[src/rtl/display_pkg.sv]
// Shared types and segment patterns for the multiplexed 7-segment display path.
// Patterns are active-high {g,f,e,d,c,b,a}; polarity is applied at the top level.
package display_pkg;

  localparam int NUM_DIGITS = 4;

  typedef logic [6:0] seg7_t;

  localparam seg7_t SEG_BLANK = 7'h00;
  localparam seg7_t SEG_DASH  = 7'h40;

  // Nibbles A-F are not valid BCD and show a dash so bad upstream data is visible.
  localparam seg7_t SEG_LUT [16] = '{
    7'h3F, 7'h06, 7'h5B, 7'h4F, 7'h66, 7'h6D, 7'h7D, 7'h07,
    7'h7F, 7'h6F, SEG_DASH, SEG_DASH, SEG_DASH, SEG_DASH, SEG_DASH, SEG_DASH
  };

  function automatic logic [NUM_DIGITS-1:0] digit_onehot(input logic [1:0] idx);
    return NUM_DIGITS'(1) << idx;
  endfunction

endpackage

[src/rtl/seg7_decoder.sv]
// Combinational BCD nibble to active-high segment pattern, with forced blanking.
module seg7_decoder
  import display_pkg::*;
(
  input  logic [3:0] nibble,
  input  logic       blank,
  output seg7_t      seg
);

  always_comb begin
    seg = blank ? SEG_BLANK : SEG_LUT[nibble];
  end

endmodule

[src/rtl/bcd_display_scan.sv]
// Scans a packed 4-digit BCD word onto a multiplexed 7-segment display, most significant
// digit first, with leading-zero blanking, anode dead time and frame-aligned value updates.
module bcd_display_scan
  import display_pkg::*;
#(
  parameter int CLK_FREQ_HZ    = 27_000_000,
  parameter int SCAN_HZ        = 1_000,
  parameter int DEAD_CYCLES    = 2,
  parameter int SEG_ACTIVE_LOW = 1,
  parameter int AN_ACTIVE_LOW  = 1
) (
  input  logic        clk,
  input  logic        rst,
  input  logic [15:0] bcd_in,
  input  logic        bcd_valid,
  input  logic        blank_lz,
  input  logic [3:0]  dp_in,
  output logic [6:0]  seg,
  output logic        dp,
  output logic [3:0]  an
);

  localparam int TICK_DIV = CLK_FREQ_HZ / SCAN_HZ;
  localparam int CNT_W    = (TICK_DIV > 1) ? $clog2(TICK_DIV) : 1;
  localparam logic [CNT_W-1:0] SLOT_LAST = CNT_W'(TICK_DIV - 1);
  localparam logic [CNT_W-1:0] DEAD_END  = CNT_W'(DEAD_CYCLES);

  logic [CNT_W-1:0]      slot_cnt;
  logic [1:0]            digit_idx;
  logic                  slot_wrap;
  logic                  frame_wrap;

  logic [15:0]           pend_bcd;
  logic [3:0]            pend_dp;
  logic                  pend_flag;
  logic [15:0]           disp_bcd;
  logic [3:0]            disp_dp;

  logic [NUM_DIGITS-1:0] lz_blank;
  logic                  lead_zero;
  logic [3:0]            cur_nibble;
  seg7_t                 cur_seg;
  logic                  in_dead;

  logic [NUM_DIGITS-1:0] an_q;
  seg7_t                 seg_q;
  logic                  dp_q;

  assign slot_wrap  = (slot_cnt == SLOT_LAST);
  assign frame_wrap = slot_wrap && (digit_idx == 2'd0);
  assign in_dead    = (slot_cnt < DEAD_END);

  // Digit index counts down so the most significant digit is scanned first in each frame.
  always_ff @(posedge clk or posedge rst) begin
    if (rst) begin
      slot_cnt  <= '0;
      digit_idx <= 2'd0;
    end else if (slot_wrap) begin
      slot_cnt  <= '0;
      digit_idx <= digit_idx - 2'd1;
    end else begin
      slot_cnt  <= slot_cnt + CNT_W'(1);
    end
  end

  // A capture in the same cycle as the frame transfer wins the pending slot and keeps the flag.
  always_ff @(posedge clk or posedge rst) begin
    if (rst) begin
      pend_bcd  <= '0;
      pend_dp   <= '0;
      pend_flag <= 1'b0;
      disp_bcd  <= '0;
      disp_dp   <= '0;
    end else begin
      if (frame_wrap && pend_flag) begin
        disp_bcd <= pend_bcd;
        disp_dp  <= pend_dp;
      end
      if (bcd_valid) begin
        pend_bcd  <= bcd_in;
        pend_dp   <= dp_in;
        pend_flag <= 1'b1;
      end else if (frame_wrap) begin
        pend_flag <= 1'b0;
      end
    end
  end

  always_comb begin
    lz_blank  = '0;
    lead_zero = 1'b1;
    for (int i = NUM_DIGITS - 1; i >= 1; i--) begin
      lead_zero   = lead_zero && (disp_bcd[i*4 +: 4] == 4'd0);
      lz_blank[i] = blank_lz && lead_zero;
    end
  end

  assign cur_nibble = disp_bcd[{digit_idx, 2'b00} +: 4];

  seg7_decoder u_decoder (
    .nibble (cur_nibble),
    .blank  (lz_blank[digit_idx]),
    .seg    (cur_seg)
  );

  // Output registers hold active-high values so reset maps to inactive for either polarity.
  always_ff @(posedge clk or posedge rst) begin
    if (rst) begin
      an_q  <= '0;
      seg_q <= SEG_BLANK;
      dp_q  <= 1'b0;
    end else begin
      an_q  <= in_dead ? '0 : digit_onehot(digit_idx);
      seg_q <= cur_seg;
      dp_q  <= disp_dp[digit_idx];
    end
  end

  assign an  = (AN_ACTIVE_LOW  != 0) ? ~an_q  : an_q;
  assign seg = (SEG_ACTIVE_LOW != 0) ? ~seg_q : seg_q;
  assign dp  = (SEG_ACTIVE_LOW != 0) ? ~dp_q  : dp_q;

endmodule

[config.mk]
export PLATFORM = sky130hd
export DESIGN_NAME = bcd_display_scan
export DESIGN_NICKNAME = d
export VERILOG_FILES = /design/src/rtl/display_pkg.sv /design/src/rtl/seg7_decoder.sv /design/src/rtl/bcd_display_scan.sv
export SDC_FILE = /design/constraint.sdc
export NUM_CORES = 1
export LEC_CHECK = 0
export CAP_MARGIN = 20
export CORE_ASPECT_RATIO = 0.75
export CORE_MARGIN = 8
export CORE_UTILIZATION = 35
export DETAILED_ROUTE_END_ITERATION = 8
export PLACE_DENSITY_LB_ADDON = 0.15
export SETUP_SLACK_MARGIN = 0.15
export SYNTH_ARGS = -nofsm -noshare
export SYNTH_HDL_FRONTEND = slang
export SYNTH_HIERARCHICAL = 1
export SYNTH_SLANG_ARGS = --single-unit
[constraint.sdc]
create_clock -name clk -period 6.49 [get_ports clk]
set_input_delay 1.298 -clock clk [delete_from_list [all_inputs] [get_ports clk]]
set_output_delay 1.298 -clock clk [all_outputs]
set_load 0.02 [all_outputs]
After elaboration in Yosys (flattened, before gate mapping). Memories as Yosys holds them, arrays and structs flattened. Index checks and enable logic that the tools add are counted.

Memories: 1. Output and inout port bits: 12. Register bits: 70. Word-level logic and storage cells: 46. Memory bits (read-only): 112. Bits of input ports: 24.

Equality and inequality tests: 1. $add $sub $neg: 2. Mux-type cells: 11. $lt $le $gt $ge: 3. Bitwise operators: 4. Shift-type cells: 2. Reductions and logical operators: 12.

Memories: (name not given) (words 16, width 7, rd ports 1, clocked after Yosys merged registers in 0, write ports 0, RTL line seg7_decoder.sv:11) `seg = blank ? SEG_BLANK : SEG_LUT[nibble];`.

Operator list (count): $mux 7 (3); $shiftx 16x5->4 (1); $add 15x1->15 const B (1); $eq 15x15->1 const B (1); $lt 15x2->1 const B (1); $mux 15 (1); $logic_not 4->1 (3); $logic_and 1x1->1 (7); $not 7->7 (1); $ge 5x5->1 const B (1); $not 4->5 (1); $bmux 1 s2 (2); $mux 1 (4); $mux 4 (1); $not 4->4 (1); $shl 1x2->4 const A (1); $lt 2x3->1 const B (1); $logic_not 2->1 (1); $reduce_bool 2->1 (1); $sub 2x1->2 const B (1); $not 1->1 (1).

Logic depth before layout (Yosys ltp). Gate-level depths: netlist (run 1).

Depth in word-level cells: 7. Gate-level depth with buffers: 8. Mapped depth without buffers: 7.

Modules after synthesis. The synthesis (run 1) kept the hierarchy.

Modules (own cells, without submodules): bcd_display_scan (sequential area each 1751.7 um^2, area an instance 3061.7 um^2, instances 1, cells an instance 220); seg7_decoder (sequential area each 0.0 um^2, area an instance 215.2 um^2, instances 1, cells an instance 33).

Worst setup path after synthesis (run 1). Ideal clock, no wire load.

Path type: in2reg. Start point: input port bcd_valid. End point: register pend_bcd[10]. Stages on the path: 2. Data arrival time: 1.980 ns. Library setup time: 0.125 ns. Buffers on the path: 1. Data required time: 6.365 ns. Slack: 4.385 ns. Path through: buf_1 -> mux2_2.

RTL lines: start: declaration (RTL line bcd_display_scan.sv:15) `input logic bcd_valid,`; end signal: assignment (RTL line bcd_display_scan.sv:80) `pend_bcd <= bcd_in;`; end: declaration (RTL line bcd_display_scan.sv:33) `logic [15:0] pend_bcd;`.

No word-level cell between the ends.

Final worst setup path (run 1).
Start point: input port bcd_valid. End point: register pend_bcd[0].

No word-level cell between the ends.

==> results of run 1 <==
[state kept, by name, summed over array words and instances, names as in the netlist, 2 cells and up]
name,cells
disp_dp,4
pend_bcd,16
an_q,4
digit_idx,2
slot_cnt,15
seg_q,7
disp_bcd,16
pend_dp,4
[metal layers]
metal  wire, um  track usage
met5          0            0
met4        106       0.0437
met3        383       0.0450
met2       2230        0.127
met1       3210        0.149
[cells in the mapped netlist, types with 2 or more instances]
master | count | area [um^2]
sky130_fd_sc_hd__mux2_4 | 20 | 300
sky130_fd_sc_hd__xnor2_1 | 11 | 96.3
sky130_fd_sc_hd__buf_12 | 2 | 40.0
sky130_fd_sc_hd__ha_1 | 10 | 125
sky130_fd_sc_hd__nor3_1 | 3 | 15.0
sky130_fd_sc_hd__mux2_2 | 20 | 225
sky130_fd_sc_hd__o21ai_1 | 3 | 15.0
sky130_fd_sc_hd__and3_1 | 2 | 12.5
sky130_fd_sc_hd__mux4_2 | 5 | 113
sky130_fd_sc_hd__nor2b_1 | 5 | 31.3
sky130_fd_sc_hd__nor2_1 | 22 | 82.6
sky130_fd_sc_hd__nand3_1 | 6 | 30.0
sky130_fd_sc_hd__dfrtp_1 | 70 | 1750
sky130_fd_sc_hd__o31ai_1 | 2 | 15.0
sky130_fd_sc_hd__clkbuf_1 | 2 | 7.51
sky130_fd_sc_hd__inv_1 | 21 | 78.8
sky130_fd_sc_hd__o21ai_0 | 3 | 15.0
sky130_fd_sc_hd__nand4_1 | 3 | 18.8
sky130_fd_sc_hd__xor2_1 | 3 | 26.3
sky130_fd_sc_hd__nand2_1 | 9 | 33.8
sky130_fd_sc_hd__nor4_1 | 8 | 50.1
sky130_fd_sc_hd__a21oi_1 | 3 | 15.0
sky130_fd_sc_hd__buf_1 | 2 | 7.51
[stage by stage]
step	instances	hold WS, ns
final	425	0.479
after global placement	409	0.481
after global routing	425	0.510
after detailed placement	409	0.475
after CTS	425	0.482
after floorplan	253	0.455
[path summary, 6_finish.rpt]
check	end	cells after the start	startpoint	slack (ns)
worst max-delay path	pend_bcd[0]$_DFFE_PP0P_	2	bcd_valid	3.82
worst min-delay path	slot_cnt[0]$_DFF_PP0_	1	slot_cnt[0]$_DFF_PP0_	0.48
worst max register to register	disp_bcd[13]$_DFFE_PP0P_	5	digit_idx[0]$_DFFE_PP0N_	4.29
worst min register to register	slot_cnt[0]$_DFF_PP0_	1	slot_cnt[0]$_DFF_PP0_	0.48
max in group asynchronous	disp_bcd[13]$_DFFE_PP0P_	3	rst	4.35
min in group asynchronous	slot_cnt[12]$_DFF_PP0_	3	rst	1.56
[power breakdown]
part,internal (mW),total [mW],switching (mW)
clock network,0.345,0.520,0.174
registers,0.449,0.456,0.00677
logic,0.0241,0.0397,0.0156
total,0.819,1.02,0.197
[placed cells by master (no fill, tap or decap), types with 2 or more instances in the layout]
| cell | instances |
|---|---|
| sky130_fd_sc_hd__clkbuf_16 | 9 |
| sky130_fd_sc_hd__inv_1 | 20 |
| sky130_fd_sc_hd__clkbuf_1 | 2 |
| sky130_fd_sc_hd__clkdlybuf4s50_1 | 35 |
| sky130_fd_sc_hd__nor2b_1 | 5 |
| sky130_fd_sc_hd__nor3_1 | 3 |
| sky130_fd_sc_hd__dfrtp_1 | 70 |
| sky130_fd_sc_hd__nor2_1 | 22 |
| sky130_fd_sc_hd__a21oi_1 | 3 |
| sky130_fd_sc_hd__nand4_1 | 3 |
| sky130_fd_sc_hd__nand3_1 | 6 |
| sky130_fd_sc_hd__mux2_2 | 20 |
| sky130_fd_sc_hd__o31ai_1 | 2 |
| sky130_fd_sc_hd__mux4_2 | 5 |
| sky130_fd_sc_hd__o21ai_0 | 3 |
| sky130_fd_sc_hd__bufinv_16 | 2 |
| sky130_fd_sc_hd__xor2_1 | 3 |
| sky130_fd_sc_hd__and3_1 | 2 |
| sky130_fd_sc_hd__xnor2_1 | 11 |
| sky130_fd_sc_hd__o21ai_1 | 3 |
| sky130_fd_sc_hd__ha_1 | 10 |
| sky130_fd_sc_hd__mux2_4 | 20 |
| sky130_fd_sc_hd__inv_2 | 2 |
| sky130_fd_sc_hd__nand2_1 | 9 |
| sky130_fd_sc_hd__clkinv_2 | 2 |
| sky130_fd_sc_hd__nor4_1 | 8 |
[area by class of cell]
class	instances	area [um^2]
clock inverter	4	70.1
tap	128	160
multi-input combinational	153	1380
fill	859	5040
timing repair buffer	36	358
clock buffer	12	246
sequential	70	1750
inverter	22	82.6
[cells by family after synthesis]
| group | Yosys count | synth area share |
|---|---|---|
| AOI/OAI and AO/OA | 15 | 0.0279 |
| DFF | 70 | 0.535 |
| and+or+nand+nor | 69 | 0.122 |
| adders and majority gates | 10 | 0.0382 |
| muxes | 45 | 0.195 |
| xor gates and xnor gates | 14 | 0.0374 |
| buffers and inverters | 30 | 0.0451 |
==> impl_summary.md, run 1 <==
STA
In the finished design, the share of the clock period the worst path needs comes to 0.411. The worst path in the final design needs a cycle of 2.67 ns, including I/O delays and setup. The final setup skew is 0.00428 ns. Based on the critical path, the design can be clocked at up to 375 MHz. The number of max-slew violations in the final report is 0. The worst-case setup margin in the final layout is 3.82 ns. The setup total negative slack is 0 ns.

Setup repair after global routing left no endpoint under its margin. The number of hold violations in the final report is 0. In this run the tightest slew margin relative to its limit is 0.308. Setup violations remaining at the end of the flow were counted as 0. At the pin with the least slew margin, the transition time is 1.04 ns.

Global routing
The via count of the first global-routing pass is 1969. In the global route stage, overall resource usage came out at 0.103. The wire length of the first global-routing pass is 10.2 mm. The initial antenna violation count was 0.

The residual overflow from global routing is 0. Entering global routing, the biggest net connects 71 pins.

Layout
The post-route core utilization is 0.445. The area of all placed cells without fillers is 0.00405 mm^2. 0 antenna diodes ended up in the layout. The net count reported at finish is 326. From synthesis to final layout, the design area changed by 23.5%. In the final layout, the share of cells above drive strength 1 is 0.246.

Route
The antenna violation net count after detailed routing is 0. Summed over all layers, the routed wires come to 5.93 mm. The detail-routed via count per cell is 4.49. The number of remaining DRC errors is 0. Across all layers, the routed design uses 1908 vias. In the final routed layout, each cell accounts on average for 14.0 um. The first routing iteration left 109 violations. The number of detailed-route iterations in the first pass is 4.

Power and ir drop
Power spread over the standard cell area amounts to 251 mW/mm^2. The worst-case IR drop observed on VDD is 0.148 mV. Power comes to 1.02 mW. Summed over all cells, the static leakage comes to 1.79 nW.

Place
In this run the cell area measured after placement is 0.00373 mm^2. The count of buffers added on input and output ports is 35. The minimum setup slack after placement is 3.45 ns. The HPWL after detailed placement is 4.10 mm. The placer congestion estimate is 0.756.

Die
The die is 99.8 um tall. The die covers 0.0127 mm^2. The region available for standard cell placement spans 0.00908 mm^2. 36 I/O pins were placed. The standard-cell row count is 30. The die is 128 um wide. The initial cell density of the core is 0.361.

Synth
Summing every instance area after synthesis gives 0.00328 mm^2. For this run, the leading register cell type out of synthesis is sky130_fd_sc_hd__dfrtp_1. The yosys synthesis warning count is 6. The average instance area after synthesis is 13.0 um^2. The proportion of register bits with asynchronous set or reset after synthesis is 1.00. The post-synthesis register bit count is 70.

The net count of the mapped netlist is 287. Synthesis produced a netlist whose cell count is 253. Of the synthesized area, sequential elements account for 0.535. Yosys mapped a number of flops with a built-in enable equal to 0.

Yosys mapped the design onto 41 distinct sky130hd cell types.

Clock network
The register clock-pin slew on the reported worst setup and hold paths is 0.05 ns. The H-tree generated during clock tree synthesis spans 3 levels. Buffers inserted to repair hold after CTS numbered 0. The number of buffers inserted during clock tree synthesis is 9. At the later pin of the worst-skew pair, clock insertion delay measures 0.33 ns. The number of buffers on the longest clock path is 2. The tree is rooted in a sky130_fd_sc_hd__clkbuf_16. Once the clock tree was built, the setup fixing pass inserted 0 buffers. The CTS tree is done. Gates resized during post-CTS repair numbered 0.

Counting every sink on the clock net gives 70.

Run
The number of maximum-capacitance constraint violations is 0.

Status
The flow ran to the end, and the final reports show no timing, DRC or antenna violations.

Setup path
The worst setup path is captured at a flip-flop. The worst setup path is of the input pin to flip-flop kind. The endpoint required time on the critical path is 6.70 ns. Grouping stages by cell kind, the critical path spends the most delay in buffers and inverters. The category of the worst setup path launch point is an input pin.

The signal on the critical path passes through clkdlybuf4s50_1 > mux2_2. For the worst setup path, the data arrival time is 2.88 ns. The master of the slowest instance on the critical path is sky130_fd_sc_hd__clkdlybuf4s50_1. The highest cell delay on the worst timing path is 1.16 ns. The number of buffers and inverters on the critical path is 1.

The maximum fanout count along the critical path is 22.

Worst hold path
The classification of the worst-slack hold path is flip-flop to flip-flop.
Power figures use the tool's default switching activity.
==> run 2: changes to the inputs <==
==> constraint.sdc (replaced) <==
create_clock -name clk -period 2.2 [get_ports clk]
set_input_delay 0.44 -clock clk [delete_from_list [all_inputs] [get_ports clk]]
set_output_delay 0.44 -clock clk [all_outputs]
set_load 0.02 [all_outputs]
==> run 2 against run 1 <==
  * Non-clock buffer count grew 4
  * Sequential power rose to 3.0 times the previous value
  * Core utilization up 1.2 points
  * Power grew to 3.2 times the previous value
  * Register-to-register slack got worse by 4.0 ns
  * Global-route usage down 0.19 points
  * Final cell count is 0.94% higher
  * Clock power grew to 3.3 times the previous value
  * Hold slack improved by 0.026 ns
  * Via count increased by 2.9%
  * Sequential cell count did not move
  * Critical path type is now flip-flop to flip-flop
  * Largest cell class unchanged
  * Largest power group unchanged
  * Highest routed layer unchanged
==> impl_summary.md, run 2 (same netlist as run 1, synthesis figures left out) <==
STA
The number of max-slew violations in the final report was 0. Dividing the final minimum period by the clock period gives 0.864. The number of hold violations in the final report is 0. Setup violations remaining at the end of the flow were counted as 0. Measured against its own limit, the worst slew margin works out to 0.583. Setup slack closes at 0.299 ns.

The final setup skew is 0.00716 ns. Setup repair after global routing left no endpoint under its margin. The upper clock frequency limit is 526 MHz. The setup total negative slack is 0 ns. The tightest hold path in the finished design has a slack of 0.505 ns.

The transition time at the pin with the least slew margin is 0.620 ns. Subtracting the final worst setup slack from the clock period gives 1.90 ns.

Global routing
Across every metal layer, demand over resource in global routing totals 0.101. The maximum number of pins on one net before global-route repair is 71. The initial antenna violation count is 0. For this run, global-route usage on met1 was measured as 0.149. The via count of the first global-routing pass came to 1982.

The peak-usage layer in the global routing report is met1. For met2 alone, demand over resource in global routing was 0.132. For this run the aggregate overflow at the end of global routing stands at 0. The wire length of the first global-routing pass is 10.2 mm. In the global route stage, met3 resource usage came out at 0.0403.

Die
The standard-cell row count is 30. The overall die width is 128 um. The core region is 0.00908 mm^2. The floorplan step defined a die boundary enclosing 0.0127 mm^2. Measured along the y axis, the die boundary spans 99.8 um.

The initial cell density of the core is 0.361. The total I/O pin count is 36.

Layout
The top cell types in the final layout, fill and taps aside, are sky130_fd_sc_hd__dfrtp_1, sky130_fd_sc_hd__clkdlybuf4s50_1, sky130_fd_sc_hd__nor2_1. The area of all placed cells without fillers is 0.00416 mm^2. The most common cell after layout, fill and taps aside is sky130_fd_sc_hd__dfrtp_1. Relative to the synthesized area, the layout overhead comes to 26.9%. The count of filler cells inserted in the layout is 849.

After the last flow step, the layout net total stands at 330. The repair_antennas step left the layout with diodes totalling 0. The post-route core utilization is 0.458. In the final layout, the share of cells above drive strength 1 is 0.262. The finished layout holds 429 standard cells, fillers aside. The largest registers in the layout are disp_bcd (16), pend_bcd (16), slot_cnt (15).

Route
The antenna violation net count after detailed routing is 0. The routed design has 6.01 mm of wire. The first TritonRoute pass finished after 4 iterations. The DRC marker count from the first detailed-route iteration is 102. The detailed-route via count is 1964. The number of remaining DRC errors is 0.

The detail-routed via count per cell is 4.58. The per-cell routed wire length is 14.0 um.

Power and ir drop
For this design the ratio of total power to cell area is 772 mW/mm^2. Across the VDD grid, the largest voltage drop is 0.500 mV. The static leakage is 1.84 nW.

The overall power after layout is 3.21 mW.

Place
In this run the cell area measured after placement is 0.00379 mm^2. At the placement stage, the worst setup path has a slack of 0.291 ns. The number of buffers inserted by port buffering is 35. Summed over all nets, the half-perimeter wirelength after detailed placement is 4.34 mm.

Including well taps, the total number of placed cells is 413. The placer congestion estimate is 0.763.

Setup path
In this run the worst path has a maximum fanout of 7. The category of the worst setup path launch point is a flip-flop. The endpoint required time on the critical path is 2.39 ns. By startpoint and endpoint, the worst setup path is classified as flip-flop to flip-flop.

The end of the worst register-to-register path is seg_q[0]$_DFF_PP0_. The worst setup path is captured at a flip-flop. Data on the critical path arrives at its endpoint at 2.09 ns. The most critical setup path has its startpoint at digit_idx[0]$_DFFE_PP0N_. The worst register-to-register path begins at digit_idx[0]$_DFFE_PP0N_. For flop-to-flop paths, the worst setup slack is 0.30 ns. The critical path capture point is seg_q[0]$_DFF_PP0_. The logic depth of the worst register-to-register path is 5.

Clock network
The later pin in the worst-skew pair is clocked with a latency of 0.32 ns. The register clock-pin slew on the reported worst setup and hold paths is 0.05 ns. In this run the number of H-tree levels came out at 3.

The number of post-CTS setup repair buffers is 0. The sink count of the clock tree is 70. The CTS tree is done.

The cell chosen for the clock root is sky130_fd_sc_hd__clkbuf_16. In this run the deepest clock path goes through 2 buffers. The number of buffers inserted during clock tree synthesis is 9.

Run
The number of maximum-capacitance constraint violations is 0.

Status
The run finished with clean final reports.

Worst hold path
In this run the worst hold path is classified as flip-flop to flip-flop.
[run 2: worst max-delay path, cell delays in order (launching register included)]
cell and delay (ns):
sky130_fd_sc_hd__dfrtp_1 0.50, sky130_fd_sc_hd__buf_4 0.22, sky130_fd_sc_hd__mux4_2 0.60, sky130_fd_sc_hd__nor2b_4 0.18, sky130_fd_sc_hd__o21ai_1 0.18, sky130_fd_sc_hd__o31ai_1 0.09
[run 2: worst min path at each step]
stage / from / end / slack, ns / cells past startpoint
3_3_place_gp: slot_cnt[0]$_DFF_PP0_ / slot_cnt[0]$_DFF_PP0_ / 0.47 / 1
5_1_grt: pend_bcd[1]$_DFFE_PP0P_ / disp_bcd[1]$_DFFE_PP0P_ / 0.52 / 1
3_5_place_dp: slot_cnt[0]$_DFF_PP0_ / slot_cnt[0]$_DFF_PP0_ / 0.49 / 1
2_1_floorplan: slot_cnt[0]$_DFF_PP0_ / slot_cnt[0]$_DFF_PP0_ / 0.45 / 1
6_report: slot_cnt[0]$_DFF_PP0_ / slot_cnt[0]$_DFF_PP0_ / 0.50 / 1
4_1_cts: pend_bcd[1]$_DFFE_PP0P_ / disp_bcd[1]$_DFFE_PP0P_ / 0.51 / 1
[run 2: per-layer routing]
metal	part of all wire	vias to the layer above	wire, um
met2	0.38	49	2290
met1	0.56	957	3340
met4	0.0063	0	38
met5	0	-	0
met3	0.057	4	340
li1	-	954	-
[run 2: cell type report]
class | count | area (um^2) | share of cell area
Tap cell | 128 | 160 | 0.0385
Sequential cell | 70 | 1750 | 0.421
Timing Repair Buffer | 40 | 413 | 0.0993
Clock inverter | 6 | 134 | 0.0322
Multi-Input combinational cell | 153 | 1380 | 0.333
Clock buffer | 10 | 229 | 0.0551
Inverter | 22 | 86.3 | 0.0208
[run 2: repair_timing]
action	4_1_cts	5_1_grt
endpoints found under the setup margin	0	3
hold buffers	0	0
resized for setup	0	1
[run 2: report_power, final]
group | leakage, nW | internal, mW | switching (mW)
clock network | 0.177 | 1.22 | 0.520
registers | 0.876 | 1.33 | 0.0221
logic | 0.783 | 0.0742 | 0.0459
==> run 3: changes to the inputs <==
--- a/config.mk
+++ b/config.mk
@@ -12,6 +12,7 @@
 export DETAILED_ROUTE_END_ITERATION = 8
 export PLACE_DENSITY_LB_ADDON = 0.15
 export SETUP_SLACK_MARGIN = 0.15
+export SKIP_LAST_GASP = 1
 export SYNTH_ARGS = -nofsm -noshare
 export SYNTH_HDL_FRONTEND = slang
 export SYNTH_HIERARCHICAL = 1
==> constraint.sdc (replaced) <==
create_clock -name clk -period 2.1 [get_ports clk]
set_input_delay 0.42 -clock clk [delete_from_list [all_inputs] [get_ports clk]]
set_output_delay 0.42 -clock clk [all_outputs]
set_load 0.02 [all_outputs]
==> run 3 against run 2 <==
  * Global-route usage is essentially flat
  * Setup slack lost 0.026 ns
  * Highest routed layer unchanged
  * Largest cell class unchanged
  * Via count shrank 2.1%
  * Final area shrank 0.66%
==> impl_summary.md, run 3 (same netlist as run 1, synthesis figures left out) <==
Power and ir drop
The static leakage is 1.82 nW. For this design the total switching power over the nets is 0.623 mW. Of the total power, the clock network draws 0.519. Of the total power, the share spent switching nets is 0.195. The power density normalized to cell area is 773 mW/mm^2. The worst IR drop on VDD is 0.367 mV. The internal power component is 2.57 mW. The share of total power dissipated in sequential elements is 0.442. The overall power after layout is 3.19 mW.

Of the total power, combinational logic draws 0.040.

Route
The DRC marker count from the first detailed-route iteration is 169. After detailed routing, the number of vias per cell comes to 4.48. The antenna violation net count after detailed routing is 0. The number of detailed-route iterations in the first pass is 4.

For this block, the routed nets add up to 5.84 mm of wire. After detailed routing, the average wire length per cell comes to 13.6 um. After detailed routing, the number of remaining DRC violations is 0. The routed layout has 1923 vias.

STA
The upper clock frequency limit is 547 MHz. The clock arrives with 0.00644 ns of skew. The number of hold violations in the final report is 0. Counting I/O delays and the setup requirement, the final critical path takes 1.83 ns. The hold slack is 0.487 ns.

The setup total negative slack is 0 ns. The worst relative slew slack is 0.601. The number of max-slew violations in the final report is 0.

After layout, the worst setup slack is 0.273 ns. Setup repair after global routing left no endpoint under its margin. Setup violations remaining at the end of the flow were counted as 0. The period utilization is 0.870. For the pin with the worst max-slew slack, the measured transition is 0.592 ns.

Die
The floorplan step defined a die boundary enclosing 0.0127 mm^2. The overall die width is 128 um. For this configuration, the core starts out at a cell density of 0.361. The total I/O pin count is 36. In this run the standard cell core region covers 0.00908 mm^2. The die span in y is 99.8 um. The standard-cell row count is 30.

Clock network
The H-tree was split into 3 levels. The number of buffers inserted during clock tree synthesis is 9. The clock drives 70 sinks. The register clock-pin slew on the reported worst setup and hold paths is 0.05 ns. The clock passes through at most 2 buffers. The later pin in the worst-skew pair is clocked with a latency of 0.33 ns. The CTS tree is done. The cell chosen for the clock root is sky130_fd_sc_hd__clkbuf_16.

Layout
In the final design database the tool counted 330 nets. From synthesis to final layout, the design area changed by 26.0%. The fraction of final layout cells with drive strength greater than 1 is 0.269.

The largest registers in the layout are disp_bcd (16), pend_bcd (16), slot_cnt (15). In the layout the commonest cells are sky130_fd_sc_hd__dfrtp_1, sky130_fd_sc_hd__clkdlybuf4s50_1, sky130_fd_sc_hd__nor2_1. The number of antenna diodes in the final layout is 0. The post-route core utilization is 0.455.

The most common cell after layout, fill and taps aside is sky130_fd_sc_hd__dfrtp_1.

Global routing
The wire length of the first global-routing pass is 10.1 mm. The global-route usage over all layers is 0.101. The maximum number of pins on one net before global-route repair is 71. The total overflow left after global routing is 0.

The initial antenna violation count is 0. The via count of the first global-routing pass came to 1978.

Setup path
The slowest stage of the critical path is the sky130_fd_sc_hd__mux4_2 cell. The maximum fanout count along the critical path is 6. The critical path goes through mux4_2 > inv_1 > ha_1 > nor2b_1 > o21ai_1 > o31ai_1. The worst setup path is of the flip-flop to flip-flop kind.

The endpoint type of the worst setup path is a flip-flop. For this run, the slowest stage of the critical path takes 0.64 ns. STA puts the critical path data arrival time at 2.05 ns. The worst setup path is launched from a flip-flop. The endpoint required time on the critical path is 2.33 ns.

Place
Prior to clock tree synthesis, the placed netlist has a worst setup slack of 0.232 ns. The HPWL after detailed placement is 4.16 mm. The placer congestion estimate is 0.769. The number of buffers inserted by port buffering is 35.

Status
The run finished with clean final reports.

Worst hold path
The classification of the worst-slack hold path is flip-flop to flip-flop.

Run
Max-cap violations in this run came to 0.
-- run 3: cell count changes in the layout (fill, tap and decap cells not counted), sizes merged --
| cell | change |
|---|---|
| clkbuf | +1 |
| clkinvlp | +1 |
| bufinv | -2 |
-- run 3: path summary, 6_finish.rpt --
kind / start / end / slack, ns / cells past startpoint
min in group asynchronous: rst / slot_cnt[9]$_DFF_PP0_ / 0.53 / 3
hold reg to reg: slot_cnt[0]$_DFF_PP0_ / slot_cnt[0]$_DFF_PP0_ / 0.49 / 1
hold / removal: slot_cnt[0]$_DFF_PP0_ / slot_cnt[0]$_DFF_PP0_ / 0.49 / 1
setup / recovery: digit_idx[0]$_DFFE_PP0N_ / seg_q[5]$_DFF_PP0_ / 0.27 / 6
max in group asynchronous: rst / pend_bcd[10]$_DFFE_PP0P_ / 1.27 / 3
setup reg to reg: digit_idx[0]$_DFFE_PP0N_ / seg_q[5]$_DFF_PP0_ / 0.27 / 6
-- run 3: area by class of cell --
cell class | count | area [um^2]
fillers | 867 | 4950
flip-flops and latches | 70 | 1750
multi-input cells | 153 | 1390
repair buffers | 40 | 413
clock buffers | 11 | 253
well taps | 128 | 160
inverters | 22 | 86.3
clock inverters | 5 | 81.3
-- run 3: timing repair --
action                     in CTS  in global routing
setup buffers                   0                  0
gates resized for setup         0                  2
hold buffers                    0                  0
setup endpoints to repair       0                  3
-- run 3: power groups by stage --
stage | sequential, mW | combinational (mW) | clock, mW
2_1_floorplan | 1.43 | 0.0676 | 0
3_3_place_gp | 1.43 | 0.128 | 0
3_5_place_dp | 1.43 | 0.131 | 0
4_1_cts | 1.41 | 0.131 | 1.70
5_1_grt | 1.41 | 0.141 | 1.76
6_report | 1.41 | 0.126 | 1.66
-- run 3: layer usage --
| layer | vias up | wire, um | track usage |
|---|---|---|---|
| li1 | 946 | - | - |
| met1 | 922 | 3090 | 0.144 |
| met2 | 44 | 2240 | 0.125 |
| met3 | 11 | 411 | 0.0471 |
| met4 | 0 | 98 | 0.0437 |
| met5 | - | 0 | 0 |
-- run 3: stage by stage --
| step | area [um^2] | std cells |
|---|---|---|
| floorplan | 3280 | 253 |
| global placement | 3790 | 413 |
| detailed placement | 3790 | 413 |
| CTS | 4120 | 429 |
| global route | 4130 | 429 |
| finish | 4130 | 429 |
-- run 3: critical path, delay by kind of cell (launching register included) --
family | cells | cell delay [ns]
buffers and inverters | 1 | 0.15
AND/OR/NAND/NOR | 1 | 0.13
flip-flops | 1 | 0.47
AO/OA/AOI/OAI | 2 | 0.14
multiplexers | 1 | 0.64
adder cells (fa/ha/maj) | 1 | 0.19
